File: src/rtl/mem_ctrl_pkg.sv
// Shared definitions for the byte-wide memory controller: bus widths,
// ownership FSM encoding, response owner tags and the FSM transition rule.
package mem_ctrl_pkg;

  localparam int RamAddrBus = 17;  // RAM byte address width
  localparam int MemDataBus = 8;   // byte data width
  localparam int StatW      = 32;  // statistics counter width
  localparam int NumStat    = 3;   // reads, writes, priority conflicts

  // Ownership FSM: records who holds the port for the next grant.
  typedef enum logic [1:0] {
    ST_IDLE    = 2'd0,
    ST_OWN_MEM = 2'd1,
    ST_OWN_IF  = 2'd2
  } state_e;

  // Owner tag carried alongside an in-flight read response.
  typedef enum logic [1:0] {
    OWN_NONE = 2'd0,
    OWN_IF   = 2'd1,
    OWN_MEM  = 2'd2
  } owner_e;

  // Registered response descriptor: a read is in flight and who gets it.
  typedef struct packed {
    logic   vld;
    owner_e own;
  } rsp_tag_t;

  // Every grant is a single byte, so every cycle is a byte boundary and a
  // MEM request preempts IF ownership on the very next grant.
  function automatic state_e next_state(input state_e s,
                                        input logic   mem_req,
                                        input logic   if_req);
    state_e n;
    n = s;
    case (s)
      ST_IDLE: begin
        if (mem_req)     n = ST_OWN_MEM;
        else if (if_req) n = ST_OWN_IF;
      end
      ST_OWN_MEM: begin
        if (mem_req)     n = ST_OWN_MEM;
        else if (if_req) n = ST_OWN_IF;
        else             n = ST_IDLE;
      end
      ST_OWN_IF: begin
        if (mem_req)     n = ST_OWN_MEM;
        else if (if_req) n = ST_OWN_IF;
        else             n = ST_IDLE;
      end
      default:           n = ST_IDLE;
    endcase
    return n;
  endfunction

endpackage

File: src/rtl/mem_ctrl_stat.sv
// Statistics counters for mem_ctrl (read grants, write grants, cycles where
// IF stalled behind MEM). Present only when MEM_CTRL_STAT_EN is defined.
`ifdef MEM_CTRL_STAT_EN
module mem_ctrl_stat
  import mem_ctrl_pkg::*;
(
  input  logic             clk,
  input  logic             rst_n,
  input  logic             rd_evt_i,
  input  logic             wr_evt_i,
  input  logic             conf_evt_i,
  output logic [StatW-1:0] stat_rd_o,
  output logic [StatW-1:0] stat_wr_o,
  output logic [StatW-1:0] stat_conf_o
);

  logic [NumStat-1:0]            evt;
  logic [NumStat-1:0][StatW-1:0] cnt_q, cnt_d;

  // Increment each counter on its event; wraps naturally at 2^32.
  always_comb begin
    evt = {conf_evt_i, wr_evt_i, rd_evt_i};
    for (int i = 0; i < NumStat; i++) begin
      cnt_d[i] = cnt_q[i] + StatW'(evt[i]);
    end
  end

  // Counter registers.
  always_ff @(posedge clk or negedge rst_n) begin
    if (!rst_n) cnt_q <= '0;
    else        cnt_q <= cnt_d;
  end

  assign stat_rd_o   = cnt_q[0];
  assign stat_wr_o   = cnt_q[1];
  assign stat_conf_o = cnt_q[2];

endmodule
`endif

File: src/rtl/mem_ctrl.sv
// Byte-wide RAM arbiter between an instruction-fetch port and a load/store
// port. One byte granted per ready cycle, MEM over IF; reads return one
// cycle later, steered by a registered owner tag.
// Optional: define MEM_CTRL_STAT_EN to add the stat_*_o counters.
module mem_ctrl
  import mem_ctrl_pkg::*;
(
  input  logic                  clk,
  input  logic                  rst_n,
  input  logic                  rdy,
  input  logic                  if_req_i,
  input  logic [31:0]           if_addr_i,
  input  logic                  mem_req_i,
  input  logic                  mem_write_enable_i,
  input  logic [31:0]           mem_addr_i,
  input  logic [MemDataBus-1:0] mem_data_i,
  output logic [MemDataBus-1:0] if_data_o,
  output logic [MemDataBus-1:0] mem_data_o,
  output logic                  if_valid_o,
  output logic                  mem_valid_o,
  output logic                  if_stall_o,
  output logic                  mem_stall_o,
  output logic [RamAddrBus-1:0] ram_addr_o,
  output logic                  ram_wr_o,
  output logic [MemDataBus-1:0] ram_dout_o,
  input  logic [MemDataBus-1:0] ram_din_i
`ifdef MEM_CTRL_STAT_EN
  ,
  output logic [StatW-1:0]      stat_rd_o,
  output logic [StatW-1:0]      stat_wr_o,
  output logic [StatW-1:0]      stat_conf_o
`endif
);

  logic                  run;
  logic                  gnt_mem, gnt_if, gnt_rd;
  state_e                state_q, state_d;
  rsp_tag_t              rsp_q, rsp_d;
  logic [RamAddrBus-1:0] addr_q, addr_d;
  logic [MemDataBus-1:0] if_hold_q, if_hold_d;
  logic [MemDataBus-1:0] mem_hold_q, mem_hold_d;
  logic                  unused_addr_hi;

  // RAM is 128 KiB; the upper address bits are deliberately ignored.
  assign unused_addr_hi = ^{if_addr_i[31:RamAddrBus], mem_addr_i[31:RamAddrBus]};

  // Grant: at most one byte per ready cycle, MEM wins ties. Reset also
  // blocks grants so the RAM side reads as idle while rst_n is low.
  always_comb begin
    run     = rdy & rst_n;
    gnt_mem = run & mem_req_i;
    gnt_if  = run & if_req_i & ~mem_req_i;
    gnt_rd  = gnt_if | (gnt_mem & ~mem_write_enable_i);
  end

  // Ownership FSM next state; frozen while not ready.
  always_comb begin
    state_d = state_q;
    if (run) state_d = next_state(state_q, mem_req_i, if_req_i);
  end

  // RAM side driven straight from the granted requester; the address
  // holds its last value when nothing is granted.
  always_comb begin
    addr_d = addr_q;
    if (gnt_mem)     addr_d = mem_addr_i[RamAddrBus-1:0];
    else if (gnt_if) addr_d = if_addr_i[RamAddrBus-1:0];
    ram_addr_o = addr_d;
    ram_wr_o   = gnt_mem & mem_write_enable_i;
    ram_dout_o = rst_n ? mem_data_i : '0;
  end

  // Tag the read issued this cycle so its return byte is routed by who was
  // granted, not by whoever is requesting when the data comes back.
  always_comb begin
    rsp_d.vld = gnt_rd;
    rsp_d.own = gnt_mem ? OWN_MEM : (gnt_if ? OWN_IF : OWN_NONE);
  end

  // Return path and stalls; data outputs hold the last returned byte.
  always_comb begin
    if_valid_o  = rsp_q.vld & (rsp_q.own == OWN_IF);
    mem_valid_o = rsp_q.vld & (rsp_q.own == OWN_MEM);
    if_data_o   = if_valid_o  ? ram_din_i : if_hold_q;
    mem_data_o  = mem_valid_o ? ram_din_i : mem_hold_q;
    if_hold_d   = if_data_o;
    mem_hold_d  = mem_data_o;
    if_stall_o  = rst_n & if_req_i  & ~gnt_if;
    mem_stall_o = rst_n & mem_req_i & ~gnt_mem;
  end

  // State registers; reset drops any in-flight response.
  always_ff @(posedge clk or negedge rst_n) begin
    if (!rst_n) begin
      state_q    <= ST_IDLE;
      rsp_q      <= '{vld: 1'b0, own: OWN_NONE};
      addr_q     <= '0;
      if_hold_q  <= '0;
      mem_hold_q <= '0;
    end else begin
      state_q    <= state_d;
      rsp_q      <= rsp_d;
      addr_q     <= addr_d;
      if_hold_q  <= if_hold_d;
      mem_hold_q <= mem_hold_d;
    end
  end

`ifdef MEM_CTRL_STAT_EN
  mem_ctrl_stat u_stat (
    .clk         (clk),
    .rst_n       (rst_n),
    .rd_evt_i    (gnt_rd),
    .wr_evt_i    (gnt_mem & mem_write_enable_i),
    .conf_evt_i  (gnt_mem & if_req_i),
    .stat_rd_o   (stat_rd_o),
    .stat_wr_o   (stat_wr_o),
    .stat_conf_o (stat_conf_o)
  );
`endif

endmodule

File: config.mk
export PLATFORM = sky130hd
export DESIGN_NAME = mem_ctrl
export DESIGN_NICKNAME = d
export VERILOG_FILES = /design/src/rtl/mem_ctrl_pkg.sv /design/src/rtl/mem_ctrl_stat.sv /design/src/rtl/mem_ctrl.sv
export SDC_FILE = /design/constraint.sdc
export NUM_CORES = 1
export LEC_CHECK = 0
export CAP_MARGIN = 15
export CORE_MARGIN = 1
export CORE_UTILIZATION = 35
export CTS_CLUSTER_SIZE = 16
export DETAILED_ROUTE_END_ITERATION = 8
export PLACE_DENSITY_LB_ADDON = 0.3
export SYNTH_ARGS = -nofsm -noshare
export SYNTH_HDL_FRONTEND = slang
export SYNTH_HIERARCHICAL = 1
export SYNTH_SLANG_ARGS = --single-unit
File: constraint.sdc
create_clock -name clk -period 1.3 [get_ports clk]
set_input_delay 0.13 -clock clk [delete_from_list [all_inputs] [get_ports clk]]
set_output_delay 0.13 -clock clk [all_outputs]
set_load 0.05 [all_outputs]
* After elaboration in Yosys (flattened, before gate mapping)
Index checks and enable logic that the tools add are counted.
** Storage, ports and cells
- Bits in registers :: 36
- Input bits :: 86
- Output and inout bits :: 46
- Logic and storage cells :: 31
** Cells by class
- Eq/ne operators :: 2
- Multiplexer cells :: 7
- Bitwise logic cells :: 17
** Operators by type and width (count)
- 2-to-1 mux 17 bit :: 2
- 2-to-1 mux 8 bit :: 3
- AND 1 bit :: 12
- NOT 1 bit :: 4
- equality test 2 x 1 -> 1 bit, second input constant :: 1
- equality test 2 bit, second input constant :: 1
- 2-to-1 mux 2 bit :: 1
- 2-to-1 mux 1 bit :: 1
- bitwise OR 1 bit :: 1

* Depth between registers and ports, before layout
Gate-level depths: netlist of the first run.
- Depth in word-level cells :: 5
- Gate-level depth with buffers :: 5
- Depth with buffers taken out :: 3

* Worst setup path before layout of the first run
Ideal clock, no wire load.
- Kind :: input port to flip-flop
- From :: input if_req_i
- To :: register addr_q[8]
- Library setup time :: 0.208 ns
- Data arrival time :: 1.374 ns
- Required time :: 1.092 ns
- Path slack :: -0.281 ns
- Stages :: 5
- Buffers on the path :: 2
- Cells stage by stage :: buf_4 -> buf_6 -> and2b_2 -> a31oi_1 -> o21ai_1
** On the way
- Word-level cells in the longest chain between the ends :: 4
** RTL lines
- start, declared :: line mem_ctrl.sv:11 : input logic if_req_i,
- AND 1 bit (2 in series) :: line mem_ctrl.sv:52 : gnt_if = run & if_req_i & ~mem_req_i;
- 2-to-1 mux 17 bit :: line mem_ctrl.sv:67 : else if (gnt_if) addr_d = if_addr_i[RamAddrBus-1:0];
- 2-to-1 mux 17 bit :: line mem_ctrl.sv:66 : if (gnt_mem) addr_d = mem_addr_i[RamAddrBus-1:0];
- via ram_addr_o[8] :: line mem_ctrl.sv:23 : output logic [RamAddrBus-1:0] ram_addr_o,
- end signal, assigned :: line mem_ctrl.sv:103 : addr_q <= addr_d;
- end, declared :: line mem_ctrl.sv:39 : logic [RamAddrBus-1:0] addr_q, addr_d;
The timed path passes the listed nets, and every way through them passes these cells.

* Final worst setup path of the first run
- From :: register rsp_q[0] in the netlist's numbering
- To :: output mem_data_o[6]
** On the way
- Word-level cells in the longest chain between the ends :: 3
** RTL lines
- start, declared :: line mem_ctrl.sv:38 : rsp_tag_t rsp_q, rsp_d;
- start signal, assigned :: line mem_ctrl.sv:96 : rsp_q <= '{vld: 1'b0, own: OWN_NONE};
- start signal, assigned :: line mem_ctrl.sv:102 : rsp_q <= rsp_d;
- equality test 2 bit :: line mem_ctrl.sv:83 : mem_valid_o = rsp_q.vld & (rsp_q.own == OWN_MEM);
- AND 1 bit :: line mem_ctrl.sv:83
- 2-to-1 mux 8 bit :: line mem_ctrl.sv:85 : mem_data_o = mem_valid_o ? ram_din_i : mem_hold_q;
- end, declared :: line mem_ctrl.sv:18 : output logic [MemDataBus-1:0] mem_data_o,
Every way passes these cells.

==> results of run 1 <==
routing by layer:
| layer | wire length [µm] | GRT usage |
|---|---|---|
| met4 | 104 | 0.0943 |
| met1 | 2410 | 0.255 |
| met3 | 463 | 0.0629 |
| met2 | 3470 | 0.434 |
| met5 | 0 | 0 |
cell usage in the layout, fill, tap and decap left out, types with 2 or more instances in the layout:
cell             netlist  final
buf_12                 2     50
clkbuf_1               2      2
a31oi_1               17      9
nor2b_1               16      9
clkdlybuf4s50_1        0     51
and3_1                 3      2
o21ai_2                0     16
clkbuf_8               0      6
dfrtp_1               36     33
a22oi_1                8      7
a22oi_2                9     10
dfrtp_2                0      3
a31oi_2                0      4
nand2_1                2      2
and2_4                 1      2
a31oi_4                0      4
mux2_2                 0      9
nor2_1                 2      2
buf_2                  0      3
nand3b_4               2      4
buf_6                  5      3
nor2b_4                0      7
mux2_4                 0      7
buf_4                  1     26
and2_1                 8      8
logic make-up after synthesis:
logic type             count (synthesis)
AOI/OAI and AO/OA                     53
DFF                                   36
muxes                                 16
and+or+nand+nor                       36
buffers and inverters                 15
flip-flops by register name, indices dropped and copies added, names as in the netlist:
signal	cells
addr_q	17
if_hold_q	8
mem_hold_q	8
rsp_q	3
worst paths after layout:
| check | startpoint | to | slack (ps) | depth (start not counted) |
|---|---|---|---|---|
| setup / recovery | rsp_q[0] | mem_data_o[6] | -320 | 3 |
| setup reg to reg | rsp_q[1] | if_hold_q[1] | 30 | 3 |
| max in group asynchronous | rst_n | rsp_q[2] | 250 | 3 |
| hold reg to reg | mem_hold_q[5] | mem_hold_q[5] | 520 | 1 |
| hold / removal | rst_n | rsp_q[1] | 130 | 3 |
| min in group clk | rst_n | rsp_q[2] | 360 | 4 |
power by group through the flow:
stage | registers (mW) | logic [mW] | clock network (mW)
after CTS | 1.43 | 3.00 | 0.825
after floorplan | 1.42 | 1.42 | 0
final | 1.43 | 3.15 | 0.815
after global placement | 1.43 | 2.78 | 0
after global routing | 1.46 | 3.28 | 0.891
after detailed placement | 1.44 | 2.81 | 0
critical path, cell delays in order, from the launching register on:
cell and delay (ps):
dfrtp_2 450, nand3b_4 200, mux2_2 390, buf_12 160
cell type report:
| type | count | area (µm²) | area share |
|---|---|---|---|
| Inverter | 3 | 13.8 | 0.00340 |
| Tap cell | 70 | 87.6 | 0.0216 |
| Clock buffer | 8 | 90.1 | 0.0222 |
| Timing Repair Buffer | 138 | 1850 | 0.456 |
| Multi-Input combinational cell | 108 | 1110 | 0.273 |
| Sequential cell | 36 | 905 | 0.223 |
timing repair:
item,4_1_cts,5_1_grt
pin swaps,8,11
gates cloned,6,0
setup endpoints to repair,38,35
setup buffers,12,7
hold buffers,1,0
hold endpoints to repair,11,0
resized for setup,29,25
stage by stage:
| step | instances | utilization | TNS (ps) | hold WS [ps] | area (µm²) |
|---|---|---|---|---|---|
| 3_5_place_dp | 329 | 0.683 | -8450 | 207 | 3490 |
| 6_report | 363 | 0.793 | -6130 | 130 | 4050 |
| 3_3_place_gp | 329 | 0.683 | -6980 | 203 | 3490 |
| 5_1_grt | 363 | 0.793 | -8060 | 182 | 4050 |
| 4_1_cts | 356 | 0.756 | -6160 | 140 | 3860 |
| 2_1_floorplan | 156 | - | -36.0 | -166 | 1930 |
==> flow_summary.toml, run 1 <==
[power_and_ir_drop]
p_comb_frac = 0.584
powerDensity_nw_per_um2 = 1330
cellInternalPower_mw = 3.38
swShare = 0.375
leakage_nw = 1.83
ir_drop_v = 0.000780
power.share.clock = 0.151
p_switching_mw = 2.02
p_seq_frac = 0.265
power_mw = 5.40

[cts]
clkLatencyLatePin_ps = 290
cts_buffers = 5
cts.path.max_buffers = 2
clk_pin_slew_ps = 70
cts.htree.levels = 2
ctsRootBufferMaster = "clkbuf_8"
cts_tree = "built"
cts_sinks = 36

[floorplan]
die-width_um = 74.9
ios = 132
coreArea_um2 = 5110
dieArea_um2 = 5610
rows = 26
start_util = 0.364
die_h_um = 74.9

[setup_path]
cp.required_ps = 1170
cp-end-kind = "output port"
critPathLaunchType = "flop"
critPathMaxFanout = 5
setup.worst_path.class = "reg -> out"
worstPathArrival_ps = 1490

[synthesis]
synthArstFlopShare = 1.00
ys_seq_area_frac = 0.485
synth_edf_count = 0
synth_cell_types = 24
ys_top_cells_by_count = "dfrtp_1 (36), a31oi_1 (17), o21ai_1 (17), mux2_1 (16), nor2b_1 (16)"
postSynthCellCount = 156
synthTopCellsByArea = "dfrtp_1 (48%), mux2_1 (9.7%), a22oi_2 (6.1%)"
yosys_warnings = 6
synthAdderAreaFrac = 0
synthMuxAreaShare = 0.0969
synth_compound_area_frac = 0.205
synth_top_area_frac = 0.485
avgSynthCellArea_um2 = 11.9
synth_top_family_by_area = "compound AO/OA/AOI/OAI gates"
synth_top_cell_by_area = "dfrtp_1"
synth_nets = 242
ys.flop_type = "dfrtp_1"
ys_ff_latch = 36
synth_xor_area_frac = 0
synth_area_um2 = 1860
synth-simple-area-share = 0.133
yosysMostFrequentCell = "dfrtp_1"

[placement]
gp_congestion = 0.757
place_ws_ps = -353
dp_hpwl_mm = 4.10
io_buffers = 101

[timing]
fin_ws_ps = -317
min_period_over_period = 1.24
slew_violations = 0
tightest_slew_ps = 545
maxSlewHeadroom = 0.635
final.min_clock_period_ps = 1620
finalSetupViolCount = 35
rsz0062_at_grt = "true"
final_hold_viol_count = 0
timing.fmax_mhz = 618
finClkSkew_ps = 10.5

[finish]
drive_above_1_share = 0.563
layout.nets = 378
synthToLayoutAreaGrowth_pct = 118
nFillCells = 318
antennaDiodeCount = 0

[routing]
avgViaCountPerCell = 5.04
drc = 0
vias = 1831
wire_per_inst_um = 17.7
wl_mm = 6.44
dr.first_iter.drc_count = 86
ant_nets = 0
firstDrtPassIters = 4

[global_routing]
grt_usage = 0.235
grt_overflow = 0
first_global_vias = 1992
grt_pass1_wl_mm = 9.68
grt_max_degree = 26
antenna_found_initial = 0

[outcome]
violations = "negative setup slack"
status = "finished, violations left"

[worst_hold_path]
hold_path_class = "in -> async"

[flow_run]
cap_violations = 0
(Power assumes the default switching activity.)
==> run 2: changes to the inputs <==
SKIP_CTS_REPAIR_TIMING = 1   (was unset)
==> run 2 against run 1 <==
Critical path type unchanged. Die area unchanged. The run still ends with negative setup slack left. Register-to-register slack got worse by 20 ps. Global-route usage decreased by 3.2 points. Flip-flop and latch count unchanged. Cell area decreased by 2.7%. Highest routed layer unchanged. Non-clock buffer count decreased by 8. Utilization decreased by 2.2 points. First-iteration DRC count decreased by 37%. Sequential share of layout area increased by 0.62 points. Clock-buffer cell count unchanged. Largest power group unchanged.
==> flow_summary.toml, run 2 (synthesis gave the netlist of run 1 again) <==
[outcome]
status = "finished, violations left"
violations = "negative setup slack"

[timing]
timing.fmax_mhz = 618
maxSlewHeadroom = 0.611
fin_ws_ps = -319
finalSetupViolCount = 35
final.min_clock_period_ps = 1620
holdWs_ps = 143
rsz0062_at_grt = "true"
tightest_slew_ps = 581
finClkSkew_ps = 11.4
slew_violations = 0
final_hold_viol_count = 0
min_period_over_period = 1.25

[global_routing]
grt_max_degree = 26
grt_usage = 0.203
grt_pass1_wl_mm = 8.42
grt_overflow = 0
antenna_found_initial = 0
first_global_vias = 1789

[cts]
cts_buffers = 5
cts.htree.levels = 2
clkLatencyLatePin_ps = 280
ctsRootBufferMaster = "clkbuf_8"
cts.path.max_buffers = 2
cts_sinks = 36
cts_tree = "built"
clk_pin_slew_ps = 70

[floorplan]
start_util = 0.364
die-width_um = 74.9
ios = 132
die_h_um = 74.9
dieArea_um2 = 5610
coreArea_um2 = 5110
rows = 26

[power_and_ir_drop]
leakage_nw = 1.78
power_mw = 5.31
ir_drop_v = 0.000735
powerDensity_nw_per_um2 = 1350

[placement]
gp_congestion = 0.757
io_buffers = 101
dp_hpwl_mm = 4.10

[setup_path]
critPathLaunchType = "flop"
worstPathArrival_ps = 1490
path_delay_family = "flip-flops"
critPathMaxFanout = 5
cp_num_buf_inv = 1
critical_path.cell_chain = "nand3b_4 -> mux2_2 -> buf_12"
cp-end-kind = "output port"
cp.required_ps = 1170
slowest_stage = "dfrtp_2"
critPathMaxStageDelay_ps = 450
setup.worst_path.class = "reg -> out"

[routing]
drc = 0
avgViaCountPerCell = 5.07
ant_nets = 0
firstDrtPassIters = 4
dr.first_iter.drc_count = 54
wire_per_inst_um = 17.6
vias = 1800
wl_mm = 6.25

[finish]
nFillCells = 343
drive_above_1_share = 0.544
register_area_um2 = 905
multiInputGateArea_um2 = 1090
largest_reg_flops = 17
final_common_cell = "clkdlybuf4s50_1"
layout.nets = 370
antennaDiodeCount = 0
top_register = "addr_q"
synthToLayoutAreaGrowth_pct = 112
layout_common_cells = "clkdlybuf4s50_1 (51), buf_12 (49), dfrtp_1 (33)"
largest_registers = "addr_q: 17 flops, if_hold_q: 8 flops, mem_hold_q: 8 flops"

[flow_run]
cap_violations = 0

[worst_hold_path]
hold_path_class = "in -> async"
## run 2: where the power goes
part           switching, mW  leakage, nW  total [mW]  internal, mW
sequential             0.101        0.422        1.44          1.34
combinational           1.52         1.32        3.07          1.54
clock                  0.371       0.0455       0.803         0.432
total                   1.99         1.78        5.31          3.31
## run 2: worst paths after layout
check,slack [ps],cells after the start,start,endpoint
min,140,3,rst_n,rsp_q[1]
max reg2reg,10,3,rsp_q[1],if_hold_q[2]
min in group clk,310,3,mem_req_i,rsp_q[2]
min reg2reg,520,1,mem_hold_q[5],mem_hold_q[5]
max in group asynchronous,200,3,rst_n,rsp_q[2]
max,-320,3,rsp_q[0],mem_data_o[6]
## run 2: metal layers
metal / up-vias / share of wire / global-route usage
li1: 829 / - / -
met5: - / 0 / 0
met3: 11 / 0.069 / 0.0710
met1: 889 / 0.37 / 0.220
met4: 0 / 0.014 / 0.0629
met2: 71 / 0.54 / 0.371
## run 2: final cells by class
type                       count  area share
timing repair buffer         130       0.444
tap                           70      0.0222
clock buffer                   8      0.0229
multi-input combinational    108       0.278
inverter                       3     0.00286
sequential                    36       0.230
## run 2: stage by stage
stage	utilization	cells	area, µm²	TNS (ps)	worst slack, ps
after floorplan	-	156	1930	-36.0	-36.0
after global placement	0.683	329	3490	-6980	-306
after detailed placement	0.683	329	3490	-8450	-353
after CTS	0.700	337	3580	-11040	-353
after global routing	0.771	355	3940	-8230	-364
final	0.771	355	3940	-6270	-319
## run 2: tightest hold or removal path: cells and delay by family
family,cells,cell delay (ps)
buf+inv,3,700
